### config.mk
export PLATFORM = sky130hd
export DESIGN_NAME = rm_report_arbiter
export DESIGN_NICKNAME = d
export VERILOG_FILES = /design/src/rtl/rm_report_arbiter.sv
export SDC_FILE = /design/constraint.sdc
export NUM_CORES = 1
export LEC_CHECK = 0
export CAP_MARGIN = 10
export CORE_MARGIN = 4
export CORE_UTILIZATION = 35
export DETAILED_ROUTE_END_ITERATION = 12
export GPL_ROUTABILITY_DRIVEN = 1
export HOLD_SLACK_MARGIN = 0.02
export SLEW_MARGIN = 20
export SYNTH_ARGS = -nofsm -noshare
export SYNTH_HDL_FRONTEND = slang
export SYNTH_SLANG_ARGS = --single-unit
### constraint.sdc
create_clock -name clk -period 15.8 [get_ports clk]
set_clock_uncertainty 0.05 [all_clocks]
set_input_delay 3.95 -clock clk [delete_from_list [all_inputs] [get_ports clk]]
set_output_delay 3.95 -clock clk [all_outputs]
set_load 0.1 [all_outputs]
### src/rtl/rm_report_arbiter.sv
// Report arbiter for one monitor stage: buffers one pending report per automaton,
// tagged with the symbol index it fired at, and drains them round-robin onto a valid/ready stream.
module rm_report_arbiter #(
   parameter int NUM_AUT = 9,
   parameter int REP_W   = 4,
   parameter int IDX_W   = 16,
   parameter int DROP_W  = 8
) (
   input  logic                     clk,
   input  logic                     reset,
   input  logic                     run,
   input  logic [NUM_AUT*REP_W-1:0] report_vec,
   output logic                     rpt_valid,
   input  logic                     rpt_ready,
   output logic [3:0]               rpt_aut_id,
   output logic [REP_W-1:0]         rpt_bits,
   output logic [IDX_W-1:0]         rpt_index,
   output logic                     overflow,
   output logic [DROP_W-1:0]        drop_count,
   output logic                     pending_any
);

   localparam int ID_W = 4;

   // Pending-report slots, one per automaton
   logic [NUM_AUT-1:0] occ_q, occ_d;
   logic [REP_W-1:0]   slot_bits_q [NUM_AUT];
   logic [REP_W-1:0]   slot_bits_d [NUM_AUT];
   logic [IDX_W-1:0]   slot_idx_q  [NUM_AUT];
   logic [IDX_W-1:0]   slot_idx_d  [NUM_AUT];

   // Output register and bookkeeping
   logic               valid_q, valid_d;
   logic [ID_W-1:0]    aut_q, aut_d;
   logic [REP_W-1:0]   bits_q, bits_d;
   logic [IDX_W-1:0]   index_q, index_d;
   logic [ID_W-1:0]    rr_q, rr_d;
   logic [IDX_W-1:0]   sym_q, sym_d;
   logic               ovf_q, ovf_d;
   logic [DROP_W-1:0]  drop_q, drop_d;

   logic               free;
   logic               grant_found;
   logic               grant;
   logic [ID_W-1:0]    grant_id;
   logic [ID_W:0]      cand_sum;
   logic [ID_W-1:0]    cand;
   logic [ID_W:0]      drop_n;
   logic [DROP_W:0]    drop_sum;

   // Round-robin search: first occupied slot starting just after the last grant.
   // NOTE: every always_comb output gets a default before any branch, so no latch is inferred.
   always_comb begin
      free        = !valid_q || rpt_ready;
      grant_found = 1'b0;
      grant_id    = '0;
      cand_sum    = '0;
      cand        = '0;
      for (int off = 1; off <= NUM_AUT; off++) begin
         cand_sum = {1'b0, rr_q} + (ID_W+1)'(off);
         if (cand_sum >= (ID_W+1)'(NUM_AUT)) begin
            cand_sum = cand_sum - (ID_W+1)'(NUM_AUT);
         end
         cand = cand_sum[ID_W-1:0];
         if (!grant_found && occ_q[cand]) begin
            grant_found = 1'b1;
            grant_id    = cand;
         end
      end
      grant = free && grant_found;
   end

   always_comb begin
      occ_d       = occ_q;
      slot_bits_d = slot_bits_q;
      slot_idx_d  = slot_idx_q;
      valid_d     = valid_q;
      aut_d       = aut_q;
      bits_d      = bits_q;
      index_d     = index_q;
      rr_d        = rr_q;
      sym_d       = sym_q;
      ovf_d       = ovf_q;
      drop_n      = '0;

      if (free) begin
         valid_d = grant_found;
         if (grant_found) begin
            aut_d           = grant_id;
            bits_d          = slot_bits_q[grant_id];
            index_d         = slot_idx_q[grant_id];
            occ_d[grant_id] = 1'b0;
            rr_d            = grant_id;
         end
      end

      // A slot being granted this edge counts as empty, so a same-edge refill is not a drop
      if (run) begin
         sym_d = sym_q + 1'b1;
         for (int a = 0; a < NUM_AUT; a++) begin
            if (report_vec[a*REP_W +: REP_W] != '0) begin
               if (!occ_q[a] || (grant && grant_id == ID_W'(a))) begin
                  occ_d[a]       = 1'b1;
                  slot_bits_d[a] = report_vec[a*REP_W +: REP_W];
                  slot_idx_d[a]  = sym_q;
               end else begin
                  drop_n = drop_n + 1'b1;
               end
            end
         end
      end

      drop_sum = {1'b0, drop_q} + (DROP_W+1)'(drop_n);
      if (drop_sum > {1'b0, {DROP_W{1'b1}}}) begin
         drop_d = '1;
      end else begin
         drop_d = drop_sum[DROP_W-1:0];
      end
      if (drop_n != '0) begin
         ovf_d = 1'b1;
      end
   end

   // NOTE: state registers use non-blocking assignments so all flops update together at the edge.
   always_ff @(posedge clk) begin
      if (reset) begin
         occ_q   <= '0;
         valid_q <= 1'b0;
         aut_q   <= '0;
         bits_q  <= '0;
         index_q <= '0;
         rr_q    <= ID_W'(NUM_AUT-1);
         sym_q   <= '0;
         ovf_q   <= 1'b0;
         drop_q  <= '0;
      end else begin
         occ_q   <= occ_d;
         valid_q <= valid_d;
         aut_q   <= aut_d;
         bits_q  <= bits_d;
         index_q <= index_d;
         rr_q    <= rr_d;
         sym_q   <= sym_d;
         ovf_q   <= ovf_d;
         drop_q  <= drop_d;
      end
   end

   // NOTE: slot payloads are not reset; occ_q alone decides whether a slot's contents mean anything.
   always_ff @(posedge clk) begin
      slot_bits_q <= slot_bits_d;
      slot_idx_q  <= slot_idx_d;
   end

   assign rpt_valid   = valid_q;
   assign rpt_aut_id  = aut_q;
   assign rpt_bits    = bits_q;
   assign rpt_index   = index_q;
   assign overflow    = ovf_q;
   assign drop_count  = drop_q;
   assign pending_any = |occ_q;

endmodule

Yosys cells after proc, flatten, opt, wreduce, memory -nomap -nowiden
Index checks and enable logic that the tools add are counted.
{ "op_classes": {"bitwise": 3, "add_sub_neg": 28, "multipliers": 0, "shifts": 0, "order_cmp": 22, "muxes": 102, "n_eq_ne": 8, "n_reduce_logical": 69, "div_mod_pow": 0} }
{ "ops": {"columns": ["cell", "count"], "rows": [
  ["two-way mux 5 bit", 25],
  ["two-way mux 4 bit", 20],
  ["binary-select mux 16 bit (select 4 bit)", 1],
  ["less-than comparator 4 x 5 -> 1 bit (second input constant)", 10],
  [">= comparator 5 x 4 -> 1 bit (second input constant)", 9],
  ["adder 5 x 1 -> 5 bit (second input constant)", 8],
  ["two-way mux 1 bit", 39],
  ["binary-select mux 1 bit (select 4 bit)", 9],
  ["nonzero test 4 bit", 9],
  ["subtractor 4 bit (second input constant)", 9],
  ["two-way mux 16 bit", 2],
  ["two-way mux 9 bit", 3],
  ["AND reduction 3 bit", 9],
  ["adder 4 x 3 -> 5 bit (second input constant)", 4],
  ["logical AND 1 bit", 19],
  ["zero test 1 bit", 18],
  ["adder 16 x 1 -> 16 bit (second input constant)", 1],
  ["binary-select mux 4 bit (select 4 bit)", 1],
  ["equality test 4 x 3 -> 1 bit (second input constant)", 4],
  ["adder 4 x 2 -> 5 bit (second input constant)", 2],
  ["adder 4 x 4 -> 5 bit (second input constant)", 2],
  ["logical OR 1 bit", 10],
  ["adder 8 x 5 -> 9 bit", 1],
  ["AND 9 bit", 1],
  ["15 further kinds", 16]
]} }
{ "word_totals": {"out_inout_bits": 35, "word_cells": 259, "romBits": 0, "ram_bits": 0, "n_memories": 0, "register_bits": 243, "latch_bits": 0, "in_bits": 40} }

Longest topological paths before layout
{ "depth": {"ltp_word": 71, "ltp_mapped": 55, "mapped_depth_nobuf": 48} }

Worst setup path after synthesis
OpenSTA, ideal clock, no wires.
{ "synth_timing": {"kind": "input-to-reg", "start": "in rpt_ready", "end": "reg drop_q[0] (netlist: drop_count[0])", "setup_slack_ns": 4.914, "arrival_time_ns": 10.704, "setup_ns": 0.132, "stages": 40, "path_buffers": 2, "path_cell_list": "inv_1 -> nand2_1 -> o41ai_1 -> or4b_1 -> buf_2 -> o21ai_0 -> nor2b_1 -> ha_1 -> nand2_1 -> nor3_1 -> mux2_2 -> nor3b_1 -> inv_1 -> ha_1 -> xnor3_1 -> a2bb2o_4 -> buf_6 -> nor2_1 -> (+4 left out) -> inv_1 -> nor2_1 -> a31oi_1 -> o31ai_1 -> ha_1 -> nand2_1 -> nand2_1 -> ha_1 -> and3_1 -> xor2_1 -> and2_1 -> ha_1 -> a21o_1 -> a21oi_1 -> nor2b_1 -> or2_2 -> nand4_1 -> a21oi_1"} }
{ "synth_between": {"elab_chain_cells": 42} }
{ "synth_rtl": {"columns": ["element", "line", "text"], "rows": [
  ["start, declared", "14", "input logic rpt_ready,"],
  ["logical OR 1 bit (*)", "54", "free = !valid_q || rpt_ready;"],
  ["logical AND 1 bit (*)", "70", "grant = free && grant_found;"],
  ["logical AND 1 bit", "102", "if (!occ_q[a] || (grant && grant_id == ID_W'(a))) begin"],
  ["logical OR 1 bit", "102", null],
  ["two-way mux 1 bit", "102", null],
  ["two-way mux 1 bit", "101", "if (report_vec[a*REP_W +: REP_W] != '0) begin"],
  ["two-way mux 5 bit", "98", "if (run) begin"],
  ["adder 5 x 1 -> 5 bit", "107", "drop_n = drop_n + 1'b1;"],
  ["(+26 left out)", null, null],
  ["two-way mux 5 bit", "98", null],
  ["adder 5 x 1 -> 5 bit", "107", null],
  ["two-way mux 5 bit", "102", null],
  ["two-way mux 5 bit (*)", "101", null],
  ["two-way mux 5 bit (*)", "98", null],
  ["adder 8 x 5 -> 9 bit (*)", "113", "drop_sum = {1'b0, drop_q} + (DROP_W+1)'(drop_n);"],
  ["> comparator 9 x 8 -> 1 bit", "114", "if (drop_sum > {1'b0, {DROP_W{1'b1}}}) begin"],
  ["two-way mux 8 bit (*)", "114", null],
  ["end signal, assigned", "145", "drop_q <= drop_d;"],
  ["end, declared", "40", "logic [DROP_W-1:0] drop_q, drop_d;"]
]} }
Every way passes the cells marked *; elsewhere a longest branch is shown, timed or not. The select of a mux whose other input is x is not followed.
A chain may end at the register's enable or synchronous reset.

==> results.sh <==
export IMPL_status="finished, final reports clean"
export IMPL_wl_met1_um=18500
export IMPL_cp_end_kind="flip-flop"
export IMPL_arrival_ns=12.47
export IMPL_grt_max_degree=58
export IMPL_yosysSeqAreaShare=0.464
export IMPL_htreeDepth=1
export IMPL_cts_buffer_depth=3
export IMPL_drcViolationCount=0
export IMPL_reg2reg_depth=48
export IMPL_yosysWarningCount=0
export IMPL_start_kind="flip-flop"
export IMPL_track_usage=0.185
export IMPL_cp_num_buf_inv=6
export IMPL_synth_avg_cell_area_um2=10.4
export IMPL_grt_pass1_vias=11100
export IMPL_clk_latency_ns=0.53
export IMPL_synth_edf_count=180
export IMPL_slew_headroom=0.251
export IMPL_setup_violations=0
export IMPL_avgRoutedWirePerCell_um=21.6
export IMPL_route_top_layer_used="met4"
export IMPL_fp_dieH_um=210
export IMPL_cts_tree="done"
export IMPL_coreArea_um2=40000
export IMPL_final_common_cell="edfxtp_1"
export IMPL_die_w_um=210
export IMPL_crit_family="simple AND/OR/NAND/NOR gates"
export IMPL_place_ws_ns=3.62
export IMPL_grt_first_pass_wirelength_um=65100
export IMPL_max_stage_delay_ns=0.77
export IMPL_drt_first_pass_iters=5
export IMPL_layout_common_cells="180 x edfxtp_1, 138 x nand2_1, 88 x a21oi_1"
export IMPL_finalHoldViolCount=0
export IMPL_synth_async_reset_ratio=0
export IMPL_postCtsSetupBuffers=0
export IMPL_drt_total_wl_um=42300
export IMPL_synth_area_um2=14300
export IMPL_synthCells=1377
export IMPL_maxCapViolations=0
export IMPL_hold_path_class="reg2reg"
export IMPL_drive_gt1_frac=0.106
export IMPL_insertedDiodeCount=0
export IMPL_met3WireLength_um=2720
export IMPL_worst_slack_ns=3.64
export IMPL_min_path_cells=2
export IMPL_tightest_slew_ns=1.12
export IMPL_vias_per_cell=5.89
export IMPL_cts_resized=0
export IMPL_grt_ovfl_total=0
export IMPL_cts_hold_buf=0
export IMPL_cp_required_ns=16.11
export IMPL_placedCellCount=1915
export IMPL_cts_sink_count=240
export IMPL_final_instance_count_excl_fill=1957
export IMPL_root_buffer="clkbuf_16"
export IMPL_wl_met2_um=19900
export IMPL_area_delta_synth_final_pct=14.5
export IMPL_synthFlopType="edfxtp_1"
export IMPL_path_depth=48
export IMPL_initial_core_util=0.356
export IMPL_fmax_ghz=0.0823
export IMPL_die_area_um2=44000
export IMPL_synth_nets=1452
export IMPL_cts_made_buffers=23
export IMPL_crit_type="reg2reg"
export IMPL_crit_top_cell="ha_1"
export IMPL_period_needed_ns=12.16
export IMPL_holdWs_ns=0.499
export IMPL_rows=73
export IMPL_ant_nets=0
export IMPL_port_buffer_count=74
export IMPL_globalplace_congestion=0.967
export IMPL_pin_count=75
export IMPL_num_nets_final=1490
export IMPL_dp_hpwl_um=28100
export IMPL_antenna_found_initial=0
export IMPL_drtIter0Drc=1224
export IMPL_rsz0062_at_grt="no"
export IMPL_finalCritPeriodShare=0.769
export IMPL_maxSlewViolCount=0
export IMPL_setup_tns_ns=0
export IMPL_path_max_fanout=52
export IMPL_vias=11500
export IMPL_synth_seq_cells=240
export IMPL_cpMaxStageDelayCell="dfxtp_2"
export IMPL_clk_pin_slew_ns=0.07
export IMPL_synthDistinctLibCells=108
-- worst paths after layout --
kind / start / endpoint / slack, ns
setup / recovery: rpt_aut_id[0] / drop_count[0] / 3.64
hold / removal: rpt_index[8] / rpt_index[8] / 0.50
setup reg to reg: rpt_aut_id[0] / drop_count[0] / 3.64
hold reg to reg: rpt_index[8] / rpt_index[8] / 0.50
-- through the flow --
stage          utilization  area [um^2]
2_1_floorplan            -        14300
3_3_place_gp         0.388        15500
3_5_place_dp         0.388        15500
4_1_cts              0.408        16300
5_1_grt              0.408        16300
6_report             0.408        16300
-- routing by layer --
layer / track usage / vias up
met4: 0.0540 / 0
met5: 0 / -
met1: 0.252 / 5644
li1: - / 5357
met3: 0.0245 / 74
met2: 0.309 / 460
-- state kept, by name, summed over array words and instances (netlist names) --
signal and flops:
rr_q 1, rpt_aut_id 4, sym_q 16, rpt_bits 4, occ_q 9, slot_idx_q 144
drop_count 8, slot_bits_q 36, rpt_valid 1, overflow 1, rpt_index 16
-- cell type report --
| class | count | area, um^2 |
|---|---|---|
| flip-flops and latches | 240 | 6610 |
| fillers | 3849 | 23700 |
| well taps | 525 | 657 |
| multi-input cells | 1021 | 7200 |
| clock buffers | 29 | 598 |
| clock inverters | 13 | 201 |
| inverters | 28 | 105 |
| repair buffers | 101 | 938 |
-- logic make-up (layout without fill, tap and decap cells) --
family,after synthesis,in the layout,share of synthesized area
muxes,108,108,0.0807
AOI/OAI and AO/OA,404,404,0.200
xor gates and xnor gates,54,54,0.0387
DFF,240,240,0.464
and+or+nand+nor,420,420,0.150
buffers and inverters,116,171,0.0360
adders and majority gates,35,35,0.0313
-- synth_stat cells, types with 6 or more instances --
| cell | number | share of area |
|---|---|---|
| a211oi_1 | 13 | 0.0068 |
| a21o_1 | 10 | 0.0053 |
| a21oi_1 | 92 | 0.032 |
| a221oi_1 | 26 | 0.016 |
| a22oi_1 | 9 | 0.0047 |
| a31oi_1 | 15 | 0.0066 |
| and2_1 | 15 | 0.0066 |
| and3_1 | 17 | 0.0075 |
| buf_1 | 8 | 0.0021 |
| buf_2 | 14 | 0.0049 |
| buf_4 | 6 | 0.0032 |
| clkbuf_1 | 55 | 0.014 |
| dfxtp_1 | 60 | 0.084 |
| edfxtp_1 | 180 | 0.38 |
| ha_1 | 34 | 0.030 |
| inv_1 | 27 | 0.0071 |
| mux2_2 | 44 | 0.035 |
| mux2i_1 | 62 | 0.044 |
| nand2_1 | 139 | 0.037 |
| nand2b_1 | 20 | 0.0088 |
| nand3_1 | 31 | 0.011 |
| nand3b_1 | 6 | 0.0032 |
| nand4_1 | 13 | 0.0057 |
| nor2_1 | 73 | 0.019 |
| nor2b_1 | 20 | 0.0088 |
| nor3_1 | 24 | 0.0084 |
| nor4_1 | 9 | 0.0040 |
| o2111ai_1 | 8 | 0.0049 |
| o211ai_1 | 32 | 0.017 |
| o21a_1 | 8 | 0.0042 |
| o21ai_0 | 77 | 0.027 |
| o22ai_1 | 7 | 0.0031 |
| o31ai_1 | 11 | 0.0058 |
| or3_1 | 7 | 0.0031 |
| or4_1 | 12 | 0.0063 |
| xnor2_1 | 25 | 0.015 |
| xor2_1 | 21 | 0.013 |
-- worst reg2reg max path: cells and delay by family (launching register included) --
kind,cells,cell delay (ns)
mux,1,0.28
flops,1,0.77
xor+xnor,2,0.56
fa+ha+maj,8,2.47
simple gates,20,4.45
buf+inv,6,1.03
compound gates,11,2.39
Power is not shown: default switching activity piles up to over one toggle a cycle in this logic, so the estimate is an artifact.
